<file path="config.mk">
export PLATFORM = sky130hd
export DESIGN_NAME = axi_lite_slave
export DESIGN_NICKNAME = d
export VERILOG_FILES = /design/src/rtl/axi_lite_pkg.sv /design/src/rtl/axi_lite_regfile.sv /design/src/rtl/axi_lite_slave.sv
export SDC_FILE = /design/constraint.sdc
export NUM_CORES = 1
export LEC_CHECK = 0
export BUFFER_PORTS_ARGS = -buffer_cell sky130_fd_sc_hd__buf_2
export CORE_ASPECT_RATIO = 1.2
export CORE_MARGIN = 10
export CORE_UTILIZATION = 28
export DETAILED_ROUTE_END_ITERATION = 8
export PLACE_DENSITY = 0.49
export SYNTH_ARGS = -nofsm -noshare
export SYNTH_HDL_FRONTEND = slang
export SYNTH_HIERARCHICAL = 1
export SYNTH_SLANG_ARGS = --single-unit
</file>
<file path="constraint.sdc">
create_clock -name ACLK -period 3.4 [get_ports ACLK]
set_input_delay 0.17 -clock ACLK [delete_from_list [all_inputs] [get_ports ACLK]]
set_output_delay 0.17 -clock ACLK [all_outputs]
set_load 0.005 [all_outputs]
</file>
<file path="src/rtl/axi_lite_pkg.sv">
`default_nettype none
// ============================================================================
// Module      : axi_lite_pkg
// Description : Shared constants and FSM state types for the AXI4-Lite
//               register slave.
// Revision    : 1.0 - initial release
// ============================================================================
package axi_lite_pkg;

  localparam int DEF_ADDR_WIDTH = 32;
  localparam int DEF_DATA_WIDTH = 32;
  localparam int DEF_NUM_REGS   = 4;

  localparam logic [1:0] RESP_OKAY   = 2'b00;
  localparam logic [1:0] RESP_SLVERR = 2'b10;

  typedef enum logic [0:0] {
    W_IDLE = 1'b0,
    W_RESP = 1'b1
  } wr_state_t;

  typedef enum logic [0:0] {
    R_IDLE = 1'b0,
    R_DATA = 1'b1
  } rd_state_t;

endpackage : axi_lite_pkg
`default_nettype wire

</file>
<file path="src/rtl/axi_lite_regfile.sv">
`default_nettype none
// ============================================================================
// Module      : axi_lite_regfile
// Description : NUM_REGS x DATA_WIDTH register storage with a synchronous
//               byte-strobed write port and a combinational read port.
// Revision    : 1.0 - initial release
// ============================================================================
module axi_lite_regfile
  import axi_lite_pkg::*;
#(
  parameter int DATA_WIDTH = DEF_DATA_WIDTH,
  parameter int NUM_REGS   = DEF_NUM_REGS,
  parameter int IDX_W      = (NUM_REGS > 1) ? $clog2(NUM_REGS) : 1
) (
  input  logic                    ACLK,
  input  logic                    ARESETN,
  input  logic                    wr_en,
  input  logic [IDX_W-1:0]        wr_idx,
  input  logic [DATA_WIDTH-1:0]   wr_data,
  input  logic [DATA_WIDTH/8-1:0] wr_strb,
  input  logic [IDX_W-1:0]        rd_idx,
  output logic [DATA_WIDTH-1:0]   rd_data
);

  localparam int NUM_BYTES = DATA_WIDTH / 8;

  logic [DATA_WIDTH-1:0] r_mem [NUM_REGS];

  for (genvar g = 0; g < NUM_REGS; g++) begin : g_reg
    // Each register updates only the byte lanes whose strobe is set.
    always_ff @(posedge ACLK) begin
      if (!ARESETN) begin
        r_mem[g] <= '0;
      end else if (wr_en && (wr_idx == IDX_W'(g))) begin
        for (int b = 0; b < NUM_BYTES; b++) begin
          if (wr_strb[b]) begin
            r_mem[g][8*b +: 8] <= wr_data[8*b +: 8];
          end
        end
      end
    end
  end

  // Read port is combinational so a read sampled on a write edge sees the old value.
  assign rd_data = r_mem[rd_idx];

endmodule : axi_lite_regfile
`default_nettype wire

</file>
<file path="src/rtl/axi_lite_slave.sv">
`default_nettype none
// ============================================================================
// Module      : axi_lite_slave
// Description : AXI4-Lite slave exposing a bank of 32-bit read/write
//               registers. Write (AW/W/B) and read (AR/R) paths run
//               independently.
// Revision    : 1.0 - initial release
// ============================================================================
module axi_lite_slave
  import axi_lite_pkg::*;
#(
  parameter int ADDR_WIDTH = DEF_ADDR_WIDTH,
  parameter int DATA_WIDTH = DEF_DATA_WIDTH,
  parameter int NUM_REGS   = DEF_NUM_REGS
) (
  input  logic                    ACLK,
  input  logic                    ARESETN,
  input  logic [ADDR_WIDTH-1:0]   S_AXI_AWADDR,
  input  logic                    S_AXI_AWVALID,
  output logic                    S_AXI_AWREADY,
  input  logic [DATA_WIDTH-1:0]   S_AXI_WDATA,
  input  logic [DATA_WIDTH/8-1:0] S_AXI_WSTRB,
  input  logic                    S_AXI_WVALID,
  output logic                    S_AXI_WREADY,
  output logic [1:0]              S_AXI_BRESP,
  output logic                    S_AXI_BVALID,
  input  logic                    S_AXI_BREADY,
  input  logic [ADDR_WIDTH-1:0]   S_AXI_ARADDR,
  input  logic                    S_AXI_ARVALID,
  output logic                    S_AXI_ARREADY,
  output logic [DATA_WIDTH-1:0]   S_AXI_RDATA,
  output logic [1:0]              S_AXI_RRESP,
  output logic                    S_AXI_RVALID,
  input  logic                    S_AXI_RREADY
);

  localparam int IDX_W = (NUM_REGS > 1) ? $clog2(NUM_REGS) : 1;
  localparam int STRB_W = DATA_WIDTH / 8;
  localparam logic [ADDR_WIDTH-1:0] c_addr_limit = ADDR_WIDTH'(4 * NUM_REGS);

  // Word-aligned and inside the register window.
  function automatic logic addr_ok(input logic [ADDR_WIDTH-1:0] addr);
    return (addr[1:0] == 2'b00) && (addr < c_addr_limit);
  endfunction

  wr_state_t r_wr_state, w_wr_state_nxt;
  rd_state_t r_rd_state, w_rd_state_nxt;

  logic                  r_awready, r_wready, r_arready;
  logic                  r_aw_held, r_w_held;
  logic [ADDR_WIDTH-1:0] r_aw_addr;
  logic [DATA_WIDTH-1:0] r_w_data;
  logic [STRB_W-1:0]     r_w_strb;
  logic [1:0]            r_bresp, r_rresp;
  logic [DATA_WIDTH-1:0] r_rdata;

  logic                  w_aw_hs, w_w_hs, w_ar_hs;
  logic                  w_aw_avail, w_w_avail;
  logic [ADDR_WIDTH-1:0] w_wr_addr;
  logic [DATA_WIDTH-1:0] w_wr_data;
  logic [STRB_W-1:0]     w_wr_strb;
  logic                  w_wr_valid, w_rd_valid;
  logic                  w_commit;
  logic                  w_bvalid, w_rvalid;
  logic [DATA_WIDTH-1:0] w_reg_rdata;

  assign w_bvalid = (r_wr_state == W_RESP);
  assign w_rvalid = (r_rd_state == R_DATA);

  assign w_aw_hs = S_AXI_AWVALID && r_awready;
  assign w_w_hs  = S_AXI_WVALID  && r_wready;
  assign w_ar_hs = S_AXI_ARVALID && r_arready;

  // A channel is available either from its latch or from a handshake this
  // very edge, so AW+W arriving together commit on the handshake edge.
  assign w_aw_avail = r_aw_held || w_aw_hs;
  assign w_w_avail  = r_w_held  || w_w_hs;
  assign w_wr_addr  = r_aw_held ? r_aw_addr : S_AXI_AWADDR;
  assign w_wr_data  = r_w_held  ? r_w_data  : S_AXI_WDATA;
  assign w_wr_strb  = r_w_held  ? r_w_strb  : S_AXI_WSTRB;
  assign w_wr_valid = addr_ok(w_wr_addr);
  assign w_rd_valid = addr_ok(S_AXI_ARADDR);

  // Ready pulses: one cycle high, only when the channel can take a new beat.
  always_ff @(posedge ACLK) begin
    if (!ARESETN) begin
      r_awready <= 1'b0;
      r_wready  <= 1'b0;
      r_arready <= 1'b0;
    end else begin
      r_awready <= !r_awready && !r_aw_held && !w_bvalid && S_AXI_AWVALID;
      r_wready  <= !r_wready  && !r_w_held  && !w_bvalid && S_AXI_WVALID;
      r_arready <= !r_arready && !w_rvalid  && S_AXI_ARVALID;
    end
  end

  // Hold AW and W beats until both halves of the write are present.
  always_ff @(posedge ACLK) begin
    if (!ARESETN) begin
      r_aw_held <= 1'b0;
      r_w_held  <= 1'b0;
      r_aw_addr <= '0;
      r_w_data  <= '0;
      r_w_strb  <= '0;
    end else if (w_commit) begin
      r_aw_held <= 1'b0;
      r_w_held  <= 1'b0;
    end else begin
      if (w_aw_hs) begin
        r_aw_held <= 1'b1;
        r_aw_addr <= S_AXI_AWADDR;
      end
      if (w_w_hs) begin
        r_w_held <= 1'b1;
        r_w_data <= S_AXI_WDATA;
        r_w_strb <= S_AXI_WSTRB;
      end
    end
  end

  // Write FSM state register.
  always_ff @(posedge ACLK) begin
    if (!ARESETN) r_wr_state <= W_IDLE;
    else          r_wr_state <= w_wr_state_nxt;
  end

  // Write FSM: commit once both beats are in, then wait for BREADY.
  always_comb begin
    w_wr_state_nxt = r_wr_state;
    w_commit       = 1'b0;
    case (r_wr_state)
      W_IDLE: begin
        if (w_aw_avail && w_w_avail) begin
          w_commit       = 1'b1;
          w_wr_state_nxt = W_RESP;
        end
      end
      W_RESP: begin
        if (S_AXI_BREADY) w_wr_state_nxt = W_IDLE;
      end
      default: w_wr_state_nxt = W_IDLE;
    endcase
  end

  // Capture the write response at commit; it stays put while BVALID is high.
  always_ff @(posedge ACLK) begin
    if (!ARESETN)      r_bresp <= RESP_OKAY;
    else if (w_commit) r_bresp <= w_wr_valid ? RESP_OKAY : RESP_SLVERR;
  end

  // Read FSM state register.
  always_ff @(posedge ACLK) begin
    if (!ARESETN) r_rd_state <= R_IDLE;
    else          r_rd_state <= w_rd_state_nxt;
  end

  // Read FSM: load on AR handshake, release on RREADY.
  always_comb begin
    w_rd_state_nxt = r_rd_state;
    case (r_rd_state)
      R_IDLE:  if (w_ar_hs)      w_rd_state_nxt = R_DATA;
      R_DATA:  if (S_AXI_RREADY) w_rd_state_nxt = R_IDLE;
      default: w_rd_state_nxt = R_IDLE;
    endcase
  end

  // Read data/response capture; invalid addresses return zero with SLVERR.
  always_ff @(posedge ACLK) begin
    if (!ARESETN) begin
      r_rdata <= '0;
      r_rresp <= RESP_OKAY;
    end else if (w_ar_hs) begin
      r_rdata <= w_rd_valid ? w_reg_rdata : '0;
      r_rresp <= w_rd_valid ? RESP_OKAY : RESP_SLVERR;
    end
  end

  axi_lite_regfile #(
    .DATA_WIDTH (DATA_WIDTH),
    .NUM_REGS   (NUM_REGS),
    .IDX_W      (IDX_W)
  ) u_regfile (
    .ACLK    (ACLK),
    .ARESETN (ARESETN),
    .wr_en   (w_commit && w_wr_valid),
    .wr_idx  (w_wr_addr[IDX_W+1:2]),
    .wr_data (w_wr_data),
    .wr_strb (w_wr_strb),
    .rd_idx  (S_AXI_ARADDR[IDX_W+1:2]),
    .rd_data (w_reg_rdata)
  );

  assign S_AXI_AWREADY = r_awready;
  assign S_AXI_WREADY  = r_wready;
  assign S_AXI_BVALID  = w_bvalid;
  assign S_AXI_BRESP   = r_bresp;
  assign S_AXI_ARREADY = r_arready;
  assign S_AXI_RVALID  = w_rvalid;
  assign S_AXI_RDATA   = r_rdata;
  assign S_AXI_RRESP   = r_rresp;

endmodule : axi_lite_slave
`default_nettype wire

</file>
==> results.md <==
Run status:
- The run finished with clean final reports.

Cells and area:
- After the last flow step, the layout net total stands at 1,281.
- In the final layout, the share of cells above drive strength 1 is 0.274.
- The post-synthesis to final-layout area growth is 26.7%.
- The count of cells in the finished layout, fillers not included, comes to 1,676.
- The final design utilization is 0.357.
- The layout filler cell count is 3,759.
- Leaving out fill and tap cells, the most frequent cell in the layout is sky130_fd_sc_hd__nand2_1.
- In the layout the commonest cells are 210 x sky130_fd_sc_hd__nand2_1, 144 x sky130_fd_sc_hd__buf_2, 135 x sky130_fd_sc_hd__nor2_1, 128 x sky130_fd_sc_hd__edfxtp_1, 108 x sky130_fd_sc_hd__dfxtp_1.

Clock tree:
- The root buffer cell is sky130_fd_sc_hd__clkbuf_16.
- The number of levels the H-tree was split into is 1.
- The number of gates resized after CTS was 0.
- After clock tree synthesis, the clock-pin slew on the worst setup and hold paths is 0.06 ns.
- The number of clock buffers added by TritonCTS is 26.
- Clock tree synthesis found a total of 237 sinks.
- TritonCTS built the clock tree.
- The clock latency reported for the late side of the worst-skew pair is 0.55 ns.
- The clock passes through at most 3 buffers.

Placed design:
- The total half-perimeter wirelength after legalization and detailed placement is 19,400 um.
- After detailed placement, the design holds a cell count of 1,553.
- Input and output buffers added on the ports amount to 145.
- The final weighted congestion of routability-driven global placement is 0.761.

GRT:
- The initial antenna violation count is 3.
- The first global-routing pass estimated 44,800 um of wire.
- Entering global routing, the biggest net connects 85 pins.
- Across every metal layer, demand over resource in global routing totals 0.122.
- The number of global-route vias before repair is 7,919.
- The total overflow left after global routing is 0.

STA:
- Setup repair after global routing left no endpoint under its margin.
- In the finished design, the share of the clock period the worst path needs comes to 0.814.
- The final sum of negative setup slack is 0 ns.
- Across all hold checks on the routed design, the worst slack comes to 0.231 ns.
- The final number of hold-violating endpoints is 0.
- The final setup violation count is 0.
- The worst clock skew on the final layout is 0.0198 ns.
- The slew at the pin closest to its max-slew limit is 0.847 ns.
- Based on the critical path, the design can be clocked at up to 362 MHz.
- The minimum clock period is 2.77 ns.
- The number of pins exceeding their max-slew limit in the final report was 0.
- In this run the tightest slew margin relative to its limit is 0.436.

Worst hold path:
- Counting instances, the worst hold path has a depth of 2.
- The worst hold path terminates at r_aw_addr[27].
- The launch point of the worst hold path is ARESETN.
- The path class of the tightest hold or removal check is in2reg.

Setup path:
- Data on the critical path arrives at its endpoint at 3.03 ns.
- The worst setup path is of the reg2reg kind.
- The terminus of the critical flop-to-flop path is u_regfile/r_mem[2][3].
- Measured in cells, the most critical reg-to-reg path has a length of 7.
- Along the worst path, the maximum fanout reaches 12.
- In this run the register-to-register setup slack is 0.63 ns.
- The start of the worst register-to-register path is r_aw_held.
- STA classifies the critical path startpoint as a register.
- The worst setup path is captured at a register.
- In this run the worst setup path begins at r_aw_held.
- The data required time of the critical path is 3.66 ns.

Drt:
- The first TritonRoute pass finished after 4 iterations.
- The count of unresolved DRC violations after routing is 0.
- In this run the remaining antenna-violating nets after routing total 0.
- The total length of routed wires is 28,100 um.
- The average wire length per cell after detail routing is 16.7 um.
- The initial DRC count is 337.
- The detail-routed via count per cell is 4.51.
- The via count is 7,554.

Synthesis:
- Of the synthesized area, sequential elements account for 0.567.
- The number of cells produced by synthesis is 963.
- During synthesis, Yosys emitted a total of 6 warnings.
- After synthesis, the netlist uses 47 different library cells.
- After synthesis, the share of flip-flops with an asynchronous set or reset is 0.
- The number of enable flip-flop cells after synthesis is 128.
- In the synthesized netlist the dominant register cell turns out to be sky130_fd_sc_hd__edfxtp_1.
- Each instance of the synthesized netlist takes up on average 11.0 um2.
- The synthesized netlist occupies a cell area of 10,600 um2.
- The number of storage elements in the synthesis netlist is 237.

Floorplan:
- For this design the top-level I/O count stands at 148.
- In this run the vertical extent of the chip is 233 um.
- The floorplan step set the die width to 198 um.
- The number of core rows is 78.
- The die area is 46,100 um2.
- The core region is 37,700 um2.
- The initial utilization of the core area, before any placement, comes to 0.282.

Pwr:
- Across the VDD grid, the largest voltage drop is 296 uV.
- In this run the power density over the cells is 494 nW/um2.
- The standby leakage power is 5.05 nW.

Flow run:
- Across the run, the number of max-cap violations was 0.
state kept, by name, indices dropped and copies added (netlist names):
name	count
S_AXI_ARREADY	1
S_AXI_AWREADY	1
S_AXI_BRESP	1
S_AXI_BVALID	1
S_AXI_RDATA	32
S_AXI_RRESP	1
S_AXI_RVALID	1
S_AXI_WREADY	1
r_aw_addr	32
r_aw_held	1
r_w_data	32
r_w_held	1
r_w_strb	4
u_regfile/r_mem	128
how the worst max path moves through the flow:
stage / to / slack, ns / depth (start not counted)
2_1_floorplan: u_regfile/r_mem[0][0] / 0.84 / 8
3_3_place_gp: u_regfile/r_mem[2][1] / 0.67 / 7
3_5_place_dp: u_regfile/r_mem[2][3] / 0.66 / 7
4_1_cts: u_regfile/r_mem[2][3] / 0.63 / 7
5_1_grt: u_regfile/r_mem[2][3] / 0.35 / 7
6_report: u_regfile/r_mem[2][3] / 0.63 / 7
worst max-delay path, stage by stage, from the launching register on:
cell and delay [ns]:
sky130_fd_sc_hd__dfxtp_1 0.61, sky130_fd_sc_hd__a21oi_2 0.13, sky130_fd_sc_hd__or3_1 0.40, sky130_fd_sc_hd__a211oi_1 0.27, sky130_fd_sc_hd__and3_1 0.27, sky130_fd_sc_hd__nand2_1 0.11, sky130_fd_sc_hd__o21ai_0 0.43, sky130_fd_sc_hd__buf_4 0.24
kinds of logic after synthesis:
group,count (synthesis),synth area share
flip-flops,237,0.567
buffers and inverters,101,0.0476
AO/OA/AOI/OAI,132,0.103
AND/OR/NAND/NOR,421,0.172
multiplexers,71,0.110
other,1,0.000353
cells in the mapped netlist (all sizes together) (2+ instances only):
master | number | share of area
a21boi | 68 | 0.048
a21o | 2 | 0.0014
a21oi | 4 | 0.0022
and2 | 34 | 0.020
buf | 40 | 0.026
clkbuf | 28 | 0.010
dfxtp | 109 | 0.21
edfxtp | 128 | 0.36
inv | 33 | 0.012
mux2 | 38 | 0.040
mux4 | 32 | 0.069
nand2 | 210 | 0.074
nand2b | 2 | 0.0012
nand3 | 2 | 0.00094
nand4 | 5 | 0.0035
nand4b | 2 | 0.0016
nor2 | 135 | 0.048
nor3 | 5 | 0.0024
nor3b | 3 | 0.0021
nor4 | 14 | 0.011
nor4b | 3 | 0.0025
o211a | 2 | 0.0019
o21ai | 18 | 0.0085
o31ai | 32 | 0.036
o41ai | 2 | 0.0016
routing by layer:
layer / wire (um) / vias up / global-route usage
met5: 11 / - / 0
met4: 520 / 2 / 0.0366
met3: 1520 / 37 / 0.0261
met2: 13800 / 167 / 0.211
met1: 12300 / 3587 / 0.149
li1: - / 3761 / -
final cells by class:
type,count,area [um2],area share
clock buffers,29,672,0.0499
repair buffers,250,1700,0.126
multi-input cells,626,4100,0.304
inverters,33,124,0.00921
well taps,480,601,0.0446
clock inverters,19,230,0.0171
diodes,2,5.00,0.000372
flip-flops and latches,237,6030,0.448
through the flow:
step	worst slack, ns	area [um2]	total power [mW]
after CTS	0.630	13400	6.76
after detailed placement	0.656	11800	3.68
after global placement	0.675	11800	3.67
after global routing	0.354	13500	6.92
final	0.634	13500	6.65
after floorplan	0.844	10600	3.47
report_power, final:
part           internal (mW)  leakage [nW]  switching, mW
logic                  0.255          2.40          0.289
clock network           1.80         0.448           1.18
registers               3.09          2.20         0.0338
total                   5.15          5.05           1.50
timing repair:
action | in CTS | in global routing
setup buffers | 0 | 0
hold endpoints to repair | 75 | 0
hold buffers | 73 | 0
Power figures use the tool's default switching activity.
